===== src/rtl/cu_pkg.sv =====
// Shared definitions for the multi-cycle control unit: state encoding,
// supported RV64 opcodes, ALU command codes and the registered control word.
// Ports: none (package).
package cu_pkg;

  typedef enum logic [2:0] {
    ST_IDLE      = 3'd0,
    ST_FETCH     = 3'd1,
    ST_DECODE    = 3'd2,
    ST_EXECUTE   = 3'd3,
    ST_MEMORY    = 3'd4,
    ST_WRITEBACK = 3'd5,
    ST_HALT      = 3'd6
  } state_e;

  localparam logic [6:0] OP_R    = 7'b0110011;
  localparam logic [6:0] OP_LD   = 7'b0000011;
  localparam logic [6:0] OP_ADDI = 7'b0010011;
  localparam logic [6:0] OP_SD   = 7'b0100011;
  localparam logic [6:0] OP_BEQ  = 7'b1100011;

  localparam logic [3:0] CMD_R  = 4'b0000;
  localparam logic [3:0] CMD_I  = 4'b0001;
  localparam logic [3:0] CMD_S  = 4'b0010;
  localparam logic [3:0] CMD_SB = 4'b0011;

  // Position of the ALU zero flag inside alu_flags.
  localparam int FLAG_ZERO = 2;

  // Every control output of the block, held in one register.
  typedef struct packed {
    logic       ir_load;
    logic       pc_load;
    logic       d_mem_we;
    logic       rf_we;
    logic [3:0] alu_cmd;
    logic       alu_src;
    logic       pc_src;
    logic       rf_src;
    logic       halted;
  } ctrl_t;

endpackage


===== src/rtl/control_unit_if.sv =====
// Control interface between the control unit and the datapath.
// Latency: n/a (wires only). Backpressure: none, level signals.
// master = control unit (consumes opcode/alu_flags, drives control strobes);
// slave  = datapath (drives opcode/alu_flags, consumes control strobes).
interface control_unit_if;

  logic [6:0] opcode;
  logic [3:0] alu_flags;
  logic       ir_load;
  logic       pc_load;
  logic       d_mem_we;
  logic       rf_we;
  logic [3:0] alu_cmd;
  logic       alu_src;
  logic       pc_src;
  logic       rf_src;

  modport master (
    input  opcode, alu_flags,
    output ir_load, pc_load, d_mem_we, rf_we, alu_cmd, alu_src, pc_src, rf_src
  );

  modport slave (
    output opcode, alu_flags,
    input  ir_load, pc_load, d_mem_we, rf_we, alu_cmd, alu_src, pc_src, rf_src
  );

endinterface


===== src/rtl/cu_decode.sv =====
// Opcode decoder: classifies an opcode into the fields the FSM needs.
// Latency: combinational. Backpressure: none.
// Ports: opcode_i in; legal_o, alu_cmd_o, alu_src_o, is_mem_o, is_store_o,
//        writes_rf_o, is_branch_o out.
module cu_decode
  import cu_pkg::*;
(
  input  logic [6:0] opcode_i,
  output logic       legal_o,
  output logic [3:0] alu_cmd_o,
  output logic       alu_src_o,
  output logic       is_mem_o,
  output logic       is_store_o,
  output logic       writes_rf_o,
  output logic       is_branch_o
);

  always_comb begin
    legal_o     = 1'b0;
    alu_cmd_o   = CMD_R;
    alu_src_o   = 1'b0;
    is_mem_o    = 1'b0;
    is_store_o  = 1'b0;
    writes_rf_o = 1'b0;
    is_branch_o = 1'b0;
    case (opcode_i)
      OP_R: begin
        legal_o     = 1'b1;
        writes_rf_o = 1'b1;
      end
      OP_LD: begin
        legal_o     = 1'b1;
        alu_cmd_o   = CMD_I;
        alu_src_o   = 1'b1;
        is_mem_o    = 1'b1;
        writes_rf_o = 1'b1;
      end
      OP_ADDI: begin
        legal_o     = 1'b1;
        alu_cmd_o   = CMD_I;
        alu_src_o   = 1'b1;
        writes_rf_o = 1'b1;
      end
      OP_SD: begin
        legal_o    = 1'b1;
        alu_cmd_o  = CMD_S;
        alu_src_o  = 1'b1;
        is_mem_o   = 1'b1;
        is_store_o = 1'b1;
      end
      OP_BEQ: begin
        legal_o     = 1'b1;
        alu_cmd_o   = CMD_SB;
        is_branch_o = 1'b1;
      end
      default: ;
    endcase
  end

endmodule


===== src/rtl/control_unit.sv =====
// Multi-cycle control FSM: fetch/decode/execute/memory/writeback for one
// RV64 instruction at a time, plus a retired-instruction counter.
// Latency: 4 cycles FETCH..retire (R, ADDI, BEQ, SD), 5 for LD. Backpressure:
// none; run is a level enable checked only when an instruction could start.
// Ports: clk, rst (sync, active-high), run in; cu (control_unit_if.master);
//        halted, state (debug), instr_count out.
module control_unit
  import cu_pkg::*;
#(
  parameter int CNT_W = 32
) (
  input  logic             clk,
  input  logic             rst,
  input  logic             run,
  control_unit_if.master   cu,
  output logic             halted,
  output logic [2:0]       state,
  output logic [CNT_W-1:0] instr_count
);

  state_e           state_q, state_d;
  logic [6:0]       opcode_q, opcode_d;
  logic             taken_q, taken_d;
  ctrl_t            ctrl_q, ctrl_d;
  logic [CNT_W-1:0] cnt_q;

  logic       dec_legal;
  logic [3:0] dec_alu_cmd;
  logic       dec_alu_src;
  logic       dec_is_mem;
  logic       dec_is_store;
  logic       dec_writes_rf;
  logic       dec_is_branch;

  // MSB and overflow flags carry no meaning for this block.
  logic unused_flags;
  assign unused_flags = ^{cu.alu_flags[3], cu.alu_flags[1:0]};

  // The opcode is captured only in DECODE; elsewhere the held copy is kept.
  assign opcode_d = (state_q == ST_DECODE) ? cu.opcode : opcode_q;

  // Decoding the next-cycle opcode lets the control word be computed for the
  // next state and registered, so outputs are flops driven only by
  // state/opcode_q/taken_q. In DECODE this same result gives legality.
  cu_decode u_decode (
    .opcode_i    (opcode_d),
    .legal_o     (dec_legal),
    .alu_cmd_o   (dec_alu_cmd),
    .alu_src_o   (dec_alu_src),
    .is_mem_o    (dec_is_mem),
    .is_store_o  (dec_is_store),
    .writes_rf_o (dec_writes_rf),
    .is_branch_o (dec_is_branch)
  );

  always_comb begin
    state_d = state_q;
    taken_d = taken_q;
    case (state_q)
      ST_IDLE:      state_d = run ? ST_FETCH : ST_IDLE;
      ST_FETCH:     state_d = ST_DECODE;
      ST_DECODE:    state_d = dec_legal ? ST_EXECUTE : ST_HALT;
      ST_EXECUTE: begin
        if (dec_is_branch) taken_d = cu.alu_flags[FLAG_ZERO];
        state_d = dec_is_mem ? ST_MEMORY : ST_WRITEBACK;
      end
      // A store retires in MEMORY; a load still needs WRITEBACK.
      ST_MEMORY: begin
        if (dec_is_store) state_d = run ? ST_FETCH : ST_IDLE;
        else              state_d = ST_WRITEBACK;
      end
      ST_WRITEBACK: state_d = run ? ST_FETCH : ST_IDLE;
      ST_HALT:      state_d = ST_HALT;
      default:      state_d = ST_IDLE;
    endcase
  end

  // Control word for the state being entered.
  always_comb begin
    ctrl_d = '0;
    case (state_d)
      ST_FETCH: ctrl_d.ir_load = 1'b1;
      ST_EXECUTE: begin
        ctrl_d.alu_cmd = dec_alu_cmd;
        ctrl_d.alu_src = dec_alu_src;
      end
      ST_MEMORY: begin
        ctrl_d.alu_cmd  = dec_alu_cmd;
        ctrl_d.alu_src  = dec_alu_src;
        ctrl_d.rf_src   = dec_is_mem & ~dec_is_store;
        ctrl_d.d_mem_we = dec_is_store;
        ctrl_d.pc_load  = dec_is_store;
      end
      ST_WRITEBACK: begin
        ctrl_d.alu_cmd = dec_alu_cmd;
        ctrl_d.alu_src = dec_alu_src;
        ctrl_d.pc_load = 1'b1;
        ctrl_d.rf_we   = dec_writes_rf;
        ctrl_d.rf_src  = dec_is_mem & ~dec_is_store;
        ctrl_d.pc_src  = dec_is_branch & taken_d;
      end
      ST_HALT:  ctrl_d.halted = 1'b1;
      default:  ;
    endcase
  end

  always_ff @(posedge clk) begin
    if (rst) begin
      state_q  <= ST_IDLE;
      opcode_q <= '0;
      taken_q  <= 1'b0;
      ctrl_q   <= '0;
      cnt_q    <= '0;
    end else begin
      state_q  <= state_d;
      opcode_q <= opcode_d;
      taken_q  <= taken_d;
      ctrl_q   <= ctrl_d;
      // Count the retire cycle as it ends; wraps freely.
      if (ctrl_q.pc_load) cnt_q <= cnt_q + CNT_W'(1);
    end
  end

  assign cu.ir_load   = ctrl_q.ir_load;
  assign cu.pc_load   = ctrl_q.pc_load;
  assign cu.d_mem_we  = ctrl_q.d_mem_we;
  assign cu.rf_we     = ctrl_q.rf_we;
  assign cu.alu_cmd   = ctrl_q.alu_cmd;
  assign cu.alu_src   = ctrl_q.alu_src;
  assign cu.pc_src    = ctrl_q.pc_src;
  assign cu.rf_src    = ctrl_q.rf_src;
  assign halted       = ctrl_q.halted;
  assign state        = state_q;
  assign instr_count  = cnt_q;

endmodule


===== src/flat_wrapper.sv =====
// flat-port wrapper written by rule: the top's interface ports become plain ports
module control_unit_flat import cu_pkg::*;
#(
  parameter int CNT_W = 32
)
  (clk, rst, run, halted, state, instr_count, cu_opcode, cu_alu_flags, cu_ir_load, cu_pc_load, cu_d_mem_we, cu_rf_we, cu_alu_cmd, cu_alu_src, cu_pc_src, cu_rf_src);
  control_unit_if cu_i ();
  input  logic clk;
  input  logic rst;
  input  logic run;
  output logic halted;
  output logic [2:0] state;
  output logic [CNT_W-1:0] instr_count;
  input wire logic [$bits(cu_i.opcode)-1:0] cu_opcode;
  input wire logic [$bits(cu_i.alu_flags)-1:0] cu_alu_flags;
  output wire logic [$bits(cu_i.ir_load)-1:0] cu_ir_load;
  output wire logic [$bits(cu_i.pc_load)-1:0] cu_pc_load;
  output wire logic [$bits(cu_i.d_mem_we)-1:0] cu_d_mem_we;
  output wire logic [$bits(cu_i.rf_we)-1:0] cu_rf_we;
  output wire logic [$bits(cu_i.alu_cmd)-1:0] cu_alu_cmd;
  output wire logic [$bits(cu_i.alu_src)-1:0] cu_alu_src;
  output wire logic [$bits(cu_i.pc_src)-1:0] cu_pc_src;
  output wire logic [$bits(cu_i.rf_src)-1:0] cu_rf_src;
  assign cu_i.opcode = cu_opcode;
  assign cu_i.alu_flags = cu_alu_flags;
  assign cu_ir_load = cu_i.ir_load;
  assign cu_pc_load = cu_i.pc_load;
  assign cu_d_mem_we = cu_i.d_mem_we;
  assign cu_rf_we = cu_i.rf_we;
  assign cu_alu_cmd = cu_i.alu_cmd;
  assign cu_alu_src = cu_i.alu_src;
  assign cu_pc_src = cu_i.pc_src;
  assign cu_rf_src = cu_i.rf_src;
  control_unit #(.CNT_W(CNT_W)) u_core (.clk(clk), .rst(rst), .run(run), .cu(cu_i), .halted(halted), .state(state), .instr_count(instr_count));
endmodule

===== config.mk =====
export PLATFORM = sky130hd
export DESIGN_NAME = control_unit_flat
export DESIGN_NICKNAME = d
export VERILOG_FILES = /design/src/rtl/cu_pkg.sv /design/src/rtl/control_unit_if.sv /design/src/rtl/cu_decode.sv /design/src/rtl/control_unit.sv /design/src/flat_wrapper.sv
export SDC_FILE = /design/constraint.sdc
export NUM_CORES = 1
export LEC_CHECK = 0
export ABC_AREA = 1
export BUFFER_PORTS_ARGS = -buffer_cell sky130_fd_sc_hd__buf_4
export CAP_MARGIN = 20
export CORE_MARGIN = 2
export CORE_UTILIZATION = 50
export CTS_CLUSTER_DIAMETER = 150
export DETAILED_ROUTE_END_ITERATION = 8
export GPL_TIMING_DRIVEN = 0
export PLACE_DENSITY = 0.82
export SETUP_SLACK_MARGIN = 0.02
export SLEW_MARGIN = 25
export SYNTH_ARGS = -nofsm -noshare
export SYNTH_HDL_FRONTEND = slang
export SYNTH_HIERARCHICAL = 1
export SYNTH_SLANG_ARGS = --single-unit
export TNS_END_PERCENT = 10

===== constraint.sdc =====
create_clock -name clk -period 2.83 [get_ports clk]
set_input_delay 0.4245 -clock clk [delete_from_list [all_inputs] [get_ports clk]]
set_output_delay 0.4245 -clock clk [all_outputs]
set_load 0.005 [all_outputs]

# == After elaboration in Yosys (flattened, before gate mapping) ==
# Cells that the tools add are included.
# W data, S select, Z words.
# classes
n_mux,18
n_eq_ne,16
n_bitwise,7
add_sub_neg,1
reduce_logical,13
# ops
operator,n
$add A32 B1 Y32 const B,1
$eq A3 B3 Y1 const B,6
$pmux W3 S6,1
$reduce_or A2 Y1,8
$eq A7 B6 Y1 const B,2
$mux W1,12
$eq A3 B2 Y1 const B,3
$reduce_or A3 Y1,3
$eq A7 B2 Y1 const B,1
$eq A7 B5 Y1 const B,1
$eq A7 B7 Y1 const B,1
$mux W7,1
$eq A3 B1 Y1 const B,2
$mux W3,2
$pmux W2 S3,1
$not A1 Y1,5
$reduce_or A5 Y1,1
$logic_not A3 Y1,1
$and A1 B1 Y1,2
$pmux W1 S2,1
# totals
out_inout_bits,47
register_bits,55

# == Longest topological paths before layout ==
# Gate-level depths: netlist (run 1).
# depth
ltp_word,11
depth_mapped,20
depth_no_buf,19

# == Hierarchy ==
# The synthesis (run 1) kept the hierarchy.
# modules_own_cells
mod,area_each_um2,instances,cells_per_inst
control_unit,2656.3,1,380
cu_decode,118.9,1,24

# == Worst setup path after synthesis (run 1) ==
# Ideal clock, no wire load.
# synth_timing
path_kind,register to register
startpoint,register u_core.state_q[0] (netlist: u_core/state[0])
endpoint,register u_core.ctrl_q (netlist bit u_core/cu.pc_load)
slack_ns,0.589
period_less_slack_ns,2.241
setup_ns,0.115
path_buffers,1
arrival_ns,2.126
stages_incl_launch_ff,20
cell_sequence,dfxtp_1 -> inv_1 -> nand2_1 -> inv_1 -> nand2_1 -> inv_1 -> buf_2 -> or2_2 -> inv_1 -> a21oi_1 -> nor2_4 -> nand2_4 -> nor2_1 -> inv_1 -> o211ai_1 -> nand3_1 -> nor2_1 -> inv_1 -> nand2_1 -> nand2_1
# synth_between
elab_cells_between_ends,26
classes_between,13 x eq/ne; 9 x mux; 4 x reduce/logical
# synth_rtl
item,line_no,source
"start, declared",control_unit.sv:21,"state_e state_q, state_d;"
"start signal, assigned",control_unit.sv:115,state_q <= state_d;
$eq A3 B2 Y1 (*),control_unit.sv:40,assign opcode_d = (state_q == ST_DECODE) ? cu.opcode : opcode_q;
$mux W7 (*),control_unit.sv:40,
net u_core.opcode_d[3],control_unit.sv:22,"logic [6:0] opcode_q, opcode_d;"
$eq A7 B6 Y1 (*),cu_decode.sv:26,case (opcode_i)
$mux W1 (*),cu_decode.sv:26,
net u_core.dec_is_store,control_unit.sv:31,logic dec_is_store;
$mux W3,control_unit.sv:69,if (dec_is_store) state_d = run ? ST_FETCH : ST_IDLE;
$pmux W3 S6,control_unit.sv:59,case (state_q)
$eq A3 B3 Y1,control_unit.sv:81,case (state_d)
$pmux W1 S2 (*),control_unit.sv:81,
"end signal, assigned",control_unit.sv:118,ctrl_q <= ctrl_d;
"end, declared",control_unit.sv:24,"ctrl_t ctrl_q, ctrl_d;"
# Mark *: on every way through the listed nets, which the timed path passes. The rest lies on a longest branch.
# A chain may end at the register's enable or synchronous reset.

# == Final worst setup path (run 1) ==
# layout_timing
startpoint,register u_core.state_q[2] (netlist: u_core/state[2])
endpoint,register u_core.ctrl_q (netlist bit u_core/cu.pc_load)
# Same word-level chain as after synthesis.

==> flow_metrics.py, run 1 <==
metrics = {
    "run_status": {
        "status": "finished clean",
    },
    "critical_path": {
        "crit_top_cell": "inv_1",
        "cp_slowest_cell": "dfxtp_1",
        "r2r-start": "u_core/state[2]",
        "setup.worst_path.class": "flip-flop to flip-flop",
        "endpoint_kind": "flip-flop",
        "crit_end": "u_core/cu.pc_load",
        "ff2ff_path_depth": 17,
        "path_cells": "inv_1, nand2_1, inv_1, buf_2, or2_2, inv_1, a21oi_1, nor2_4, nand2_4, nor2_2, inv_1, o211ai_1, nand3_1, nor2_1, inv_1, nand2_1, nand2_1",
        "cp_num_buf_inv": 6,
        "startpoint": "u_core/state[2]",
        "ff2ff_setup_slack_ns": 0.33,
        "path_max_fanout": 10,
        "cp_slowest_stage_delay_ns": 0.42,
        "cpLargestDelayFamily": "simple AND/OR/NAND/NOR gates",
        "cp.depth": 17,
        "crit_path_start_kind": "flip-flop",
        "r2r_end": "u_core/cu.pc_load",
        "cp.required_ns": 3.05,
        "critPathArrivalTime_ns": 2.72,
    },
    "detailed_routing": {
        "wl_mm": 6.51,
        "first_pass_iters": 5,
        "drtIter0Drc": 202,
        "vias": 2733,
        "wl_per_cell_um": 12.0,
        "ant_nets": 0,
        "drc": 0,
        "viasPerCell": 5.05,
    },
    "sta": {
        "skew_ns": 0.00679,
        "period_share": 0.882,
        "max_slew_margin": 0.610,
        "hold_viol": 0,
        "rsz0062_at_grt": "false",
        "tns_ns": 0,
        "whs_ns": 0.365,
        "maxSlewViolCount": 0,
        "setup_viol": 0,
        "period_needed_ns": 2.50,
        "tightest_slew_ns": 0.585,
        "clock.fmax_mhz": 400,
        "fin_ws_ns": 0.333,
    },
    "synth": {
        "ys_seq_area_frac": 0.397,
        "async_flop_share": 0,
        "yosysWarnings": 6,
        "synth_largest_area_cell": "dfxtp_1",
        "yosys_most_used_dff": "dfxtp_1",
        "synthCells": 404,
        "ys_types": 34,
        "synth-seq-cells": 55,
        "syn_area_per_cell_um2": 6.87,
        "yosysMostFrequentCell": "nor2_1",
        "synth_top_area_frac": 0.397,
        "synthesis.area_um2": 2780,
        "synth-edff-count": 0,
        "ys_top_cells_by_area": "dfxtp_1, nor2_1, nand2_1, inv_1, a21oi_1",
        "synth_common_cells": "nor2_1, nand2_1, dfxtp_1",
    },
    "floorplanning": {
        "die_x_um": 78.5,
        "die_h_um": 78.5,
        "start_util": 0.510,
        "dieArea_um2": 6160,
        "row_count": 27,
        "pin_count": 61,
        "fp.coreArea_um2": 5440,
    },
    "finish": {
        "fin_nets": 483,
        "area.growth.synth_to_final_pct": 22.3,
        "n_antenna_cell": 0,
        "drive_gt1_frac": 0.224,
        "multi_input_area_um2": 1410,
        "final_util": 0.624,
        "num-fill-cells": 504,
        "seq_area_um2": 1100,
    },
    "power_and_ir_drop": {
        "peakVddDrop_v": 0.000335,
        "p_per_area_nw_per_um2": 488,
        "power.leakage_uw": 0.00146,
    },
    "cts": {
        "cts-root-buf": "clkbuf_8",
        "clk_pin_slew_ns": 0.11,
        "clk_latency_ns": 0.32,
        "cts_tree": "done",
        "cts_max_level": 2,
        "cts_buffer_depth": 2,
        "numCtsBuffers": 5,
        "clock_sinks": 55,
    },
    "run": {
        "max_cap_viol_count": 0,
    },
    "global_routing": {
        "antenna_found_initial": 0,
        "grt_start_max_net_pins": 20,
        "overflow": 0,
        "grt_pass1_vias": 2531,
        "grt_pass1_wl_mm": 11.3,
        "gr-usage-all-layers": 0.226,
    },
    "placement": {
        "io_buffer_count": 56,
        "dp_slack_ns": 0.288,
        "hpwlAfterDp_mm": 4.90,
        "gp_congestion": 0.847,
    },
    "min_path": {
        "hold_class": "input pin to flip-flop",
    },
}
-- layout make-up --
class | instances | area share
multi-input cells | 283 | 0.416
flip-flops and latches | 55 | 0.325
repair buffers | 56 | 0.124
inverters | 57 | 0.0630
well taps | 72 | 0.0265
clock buffers | 5 | 0.0203
plain buffers | 10 | 0.0170
clock inverters | 3 | 0.00848
-- sequential cells by signal, summed over array words and instances, names as in the netlist, 3 cells and up --
signal,count
u_core/cu.alu_cmd,4
u_core/instr_count,32
u_core/opcode_q,7
u_core/state,3
-- stage by stage --
| step | std cells | area (µm²) | total power [µW] |
|---|---|---|---|
| final | 541 | 3390 | 1660 |
| after global routing | 541 | 3390 | 1750 |
| after CTS | 541 | 3390 | 1660 |
| after detailed placement | 533 | 3290 | 1200 |
| after global placement | 533 | 3290 | 1190 |
| after floorplan | 405 | 2780 | 1110 |
-- cells by family (layout without fill, tap and decap cells) --
logic type | count (synthesis) | count (layout) | synth area share
buffers and inverters | 67 | 131 | 0.0978
adder cells (fa/ha/maj) | 1 | 1 | 0.00451
AO/OA/AOI/OAI | 56 | 56 | 0.115
AND/OR/NAND/NOR | 219 | 219 | 0.368
other | 1 | 2 | 0.00135
XOR/XNOR | 5 | 5 | 0.0158
flip-flops | 55 | 55 | 0.397
-- layout by cell type (no fill, tap or decap) --
master / instances
nand4_1: 8
nor2_4: 4
buf_1: 1
a21oi_1: 28
nor3b_1: 2
buf_4: 59
xnor2_1: 3
nand3_1: 29
nand3_2: 2
a211oi_1: 7
o21ai_0: 11
nor3_1: 7
inv_2: 4
nor4_1: 1
or2_2: 8
conb_1: 2
nand3b_1: 1
o21a_1: 3
clkinv_4: 2
dfxtp_2: 1
nor2_1: 71
nor3b_2: 1
inv_1: 53
ha_1: 1
xor2_1: 2
a21boi_0: 5
nand2_1: 70
nor2_2: 6
inv_8: 1
clkbuf_8: 5
dfxtp_1: 54
o211ai_1: 1
buf_2: 1
buf_6: 1
nand2_2: 7
a21oi_2: 1
nand2_4: 1
clkbuf_1: 4
nor3_4: 1
-- per-layer routing --
metal,part of all wire,GRT usage
met2,0.46,0.365
met1,0.47,0.306
met3,0.060,0.0391
met5,0,0
met4,0.012,0.0772
-- timing repair --
item | 4_1_cts | 5_1_grt
setup endpoints to repair | 0 | 4
resized for setup | 0 | 3
buffers inserted | 0 | 0
hold buffers | 0 | 0
-- report_power, final --
part / internal (µW) / switching (µW) / total, µW
registers: 816 / 23.5 / 839
logic: 144 / 210 / 354
clock network: 184 / 280 / 464
-- worst min-delay path by stage --
stage / from / to / slack (ns) / cells after the start
after floorplan: u_core/instr_count[8] / u_core/instr_count[8] / 0.46 / 2
after global placement: u_core/instr_count[8] / u_core/instr_count[8] / 0.46 / 2
after detailed placement: u_core/instr_count[8] / u_core/instr_count[8] / 0.48 / 2
after CTS: cu_opcode[4] / u_core/opcode_q[4] / 0.36 / 3
after global routing: cu_opcode[4] / u_core/opcode_q[4] / 0.37 / 3
final: cu_opcode[4] / u_core/opcode_q[4] / 0.37 / 3
-- worst register-to-register path, cell delays in order, from the launching register on --
cell	delay, ns
dfxtp_1	0.42
inv_1	0.13
nand2_1	0.10
inv_1	0.06
buf_2	0.17
or2_2	0.28
inv_1	0.07
a21oi_1	0.06
nor2_4	0.13
nand2_4	0.09
nor2_2	0.15
inv_1	0.07
o211ai_1	0.16
nand3_1	0.13
nor2_1	0.17
inv_1	0.08
nand2_1	0.10
nand2_1	0.05
No activity file was read; power rests on OpenSTA's default activity.
==> run 2, diff against run 1 <==
- CORE_UTILIZATION: 50 -> 45
- CTS_CLUSTER_DIAMETER: 150 -> 50
- PLACE_DENSITY: 0.82 -> 0.76
==> run 2 against run 1 <==
Routed wire length rose by 3.0%. Critical path type unchanged. Worst setup slack got worse by 0.052 ns. Sequential share of layout area rose by 0.060 points. Largest power group unchanged.
==> flow_metrics.py, run 2 (synthesis gave the netlist of run 1 again) <==
metrics = {
    "run_status": {
        "status": "finished clean",
    },
    "critical_path": {
        "cpLargestDelayFamily": "simple AND/OR/NAND/NOR gates",
        "critPathArrivalTime_ns": 2.76,
        "endpoint_kind": "flip-flop",
        "path_max_fanout": 10,
        "cp.required_ns": 3.04,
        "ff2ff_setup_slack_ns": 0.28,
        "r2r_end": "u_core/cu.pc_load",
        "cp_num_buf_inv": 6,
        "crit_top_cell": "inv_1",
        "crit_path_start_kind": "flip-flop",
        "setup.worst_path.class": "flip-flop to flip-flop",
        "path_cells": "inv_1, nand2_1, inv_1, buf_2, or2_2, inv_1, a21oi_1, nor2_4, nand2_4, nor2_2, inv_1, o211ai_1, nand3_1, nor2_2, inv_1, nand2_1, nand2_1",
        "cp_slowest_stage_delay_ns": 0.43,
        "cp_slowest_cell": "dfxtp_1",
        "r2r-start": "u_core/state[2]",
        "ff2ff_path_depth": 17,
    },
    "cts": {
        "clk_pin_slew_ns": 0.10,
        "cts-root-buf": "clkbuf_8",
        "cts_max_level": 2,
        "clk_latency_ns": 0.31,
        "numCtsBuffers": 5,
        "cts_buffer_depth": 2,
        "cts_setup_buffers": 0,
        "clock_sinks": 55,
        "cts_tree": "done",
    },
    "sta": {
        "clock.fmax_mhz": 392,
        "tns_ns": 0,
        "period_share": 0.901,
        "tightest_slew_ns": 0.592,
        "rsz0062_at_grt": "false",
        "max_slew_margin": 0.605,
        "hold_viol": 0,
        "setup_viol": 0,
        "period_needed_ns": 2.55,
        "maxSlewViolCount": 0,
        "skew_ns": 0.00330,
    },
    "finish": {
        "most-common-layout-cells": "nand2_1, nor2_1, buf_4",
        "fin_nets": 483,
        "seq_area_um2": 1100,
        "multi_input_area_um2": 1410,
        "stdcell_count": 544,
        "area.growth.synth_to_final_pct": 22.1,
        "drive_gt1_frac": 0.224,
        "largest_reg_flops": 32,
        "stdcell_area_um2": 3390,
        "n_antenna_cell": 0,
        "num-fill-cells": 599,
    },
    "floorplanning": {
        "fp.coreArea_um2": 5960,
        "die_x_um": 82.5,
        "row_count": 28,
        "pin_count": 61,
        "start_util": 0.466,
        "dieArea_um2": 6810,
        "die_h_um": 82.5,
    },
    "global_routing": {
        "gr-usage-all-layers": 0.205,
        "grt_pass1_wl_mm": 10.9,
        "grt_pass1_vias": 2434,
        "antenna_found_initial": 0,
        "grt_start_max_net_pins": 18,
        "overflow": 0,
    },
    "placement": {
        "io_buffer_count": 56,
        "place_inst": 536,
        "hpwlAfterDp_mm": 5.08,
        "postPlaceCellArea_um2": 3290,
        "gp_congestion": 0.867,
    },
    "detailed_routing": {
        "viasPerCell": 5.01,
        "drc": 0,
        "wl_per_cell_um": 12.3,
        "vias": 2725,
        "ant_nets": 0,
        "wl_mm": 6.70,
        "first_pass_iters": 4,
        "drtIter0Drc": 178,
    },
    "min_path": {
        "hold_class": "input pin to flip-flop",
        "whs_endpoint": "u_core/opcode_q[4]",
        "hold_depth": 3,
        "hold_path.startpoint": "cu_opcode[4]",
    },
    "power_and_ir_drop": {
        "power.leakage_uw": 0.00145,
        "peakVddDrop_v": 0.000296,
        "finalPower_uw": 1630,
        "p_per_area_nw_per_um2": 480,
    },
    "run": {
        "max_cap_viol_count": 0,
    },
}
==> run 2: cell types whose count changed in the layout (fill, tap and decap cells not counted), sizes merged <==
cell,delta
clkinvlp,+2
clkinv,-1
inv,-1
==> run 2: how the worst max path moves through the flow <==
stage / start / to / slack (ns) / cells past startpoint
after floorplan: u_core/state[0] / u_core/cu.pc_load / 0.59 / 19
after global placement: u_core/state[0] / u_core/cu.pc_load / 0.31 / 19
after detailed placement: u_core/state[0] / u_core/cu.pc_load / 0.23 / 19
after CTS: u_core/state[0] / u_core/cu.pc_load / 0.19 / 19
after global routing: u_core/state[1] / u_core/cu.pc_load / 0.007 / 19
final: u_core/state[2] / u_core/cu.pc_load / 0.28 / 17
==> run 2: cell type report <==
| type | instances | share of cell area |
|---|---|---|
| Tap cell | 75 | 0.0277 |
| Clock buffer | 5 | 0.0203 |
| Inverter | 57 | 0.0631 |
| Clock inverter | 3 | 0.00591 |
| Multi-Input combinational cell | 283 | 0.417 |
| Sequential cell | 55 | 0.325 |
| Buffer | 10 | 0.0170 |
| Timing Repair Buffer | 56 | 0.124 |
==> run 2: repair_timing <==
action                                  4_1_cts  5_1_grt
hold buffers                                  0        0
endpoints found under the setup margin        0        7
gates resized for setup                       0        3
==> run 2: routing by layer <==
layer | vias to the layer above | part of all wire | wire length (µm) | global-route usage
li1 | 1415 | - | - | -
met1 | 1229 | 0.50 | 3320 | 0.282
met2 | 76 | 0.45 | 3040 | 0.331
met3 | 5 | 0.044 | 295 | 0.0315
met4 | 0 | 0.0064 | 43 | 0.0607
met5 | - | 0 | 0 | 0
==> run 2: worst reg2reg max path: stages (launching register included) <==
cell and delay, ns:
dfxtp_1 0.43, inv_1 0.13, nand2_1 0.10, inv_1 0.06
buf_2 0.17, or2_2 0.29, inv_1 0.07, a21oi_1 0.06
nor2_4 0.13, nand2_4 0.09, nor2_2 0.16, inv_1 0.08
o211ai_1 0.20, nand3_1 0.14, nor2_2 0.13, inv_1 0.07
nand2_1 0.10, nand2_1 0.06
==> run 2: report_power, final <==
group / switching (µW) / leakage [µW] / internal (µW)
Sequential: 25.4 / 0.000445 / 816
Combinational: 210 / 0.000970 / 143
Clock: 260 / 0.0000402 / 173
Total: 496 / 0.00145 / 1130
==> run 2: through the flow <==
stage | hold slack [ns] | util | setup WS [ns]
global placement | 0.461 | 0.553 | 0.311
floorplan | 0.461 | - | 0.589
CTS | 0.366 | 0.568 | 0.192
detailed placement | 0.476 | 0.553 | 0.232
global route | 0.379 | 0.569 | 0.00707
finish | 0.377 | 0.569 | 0.280
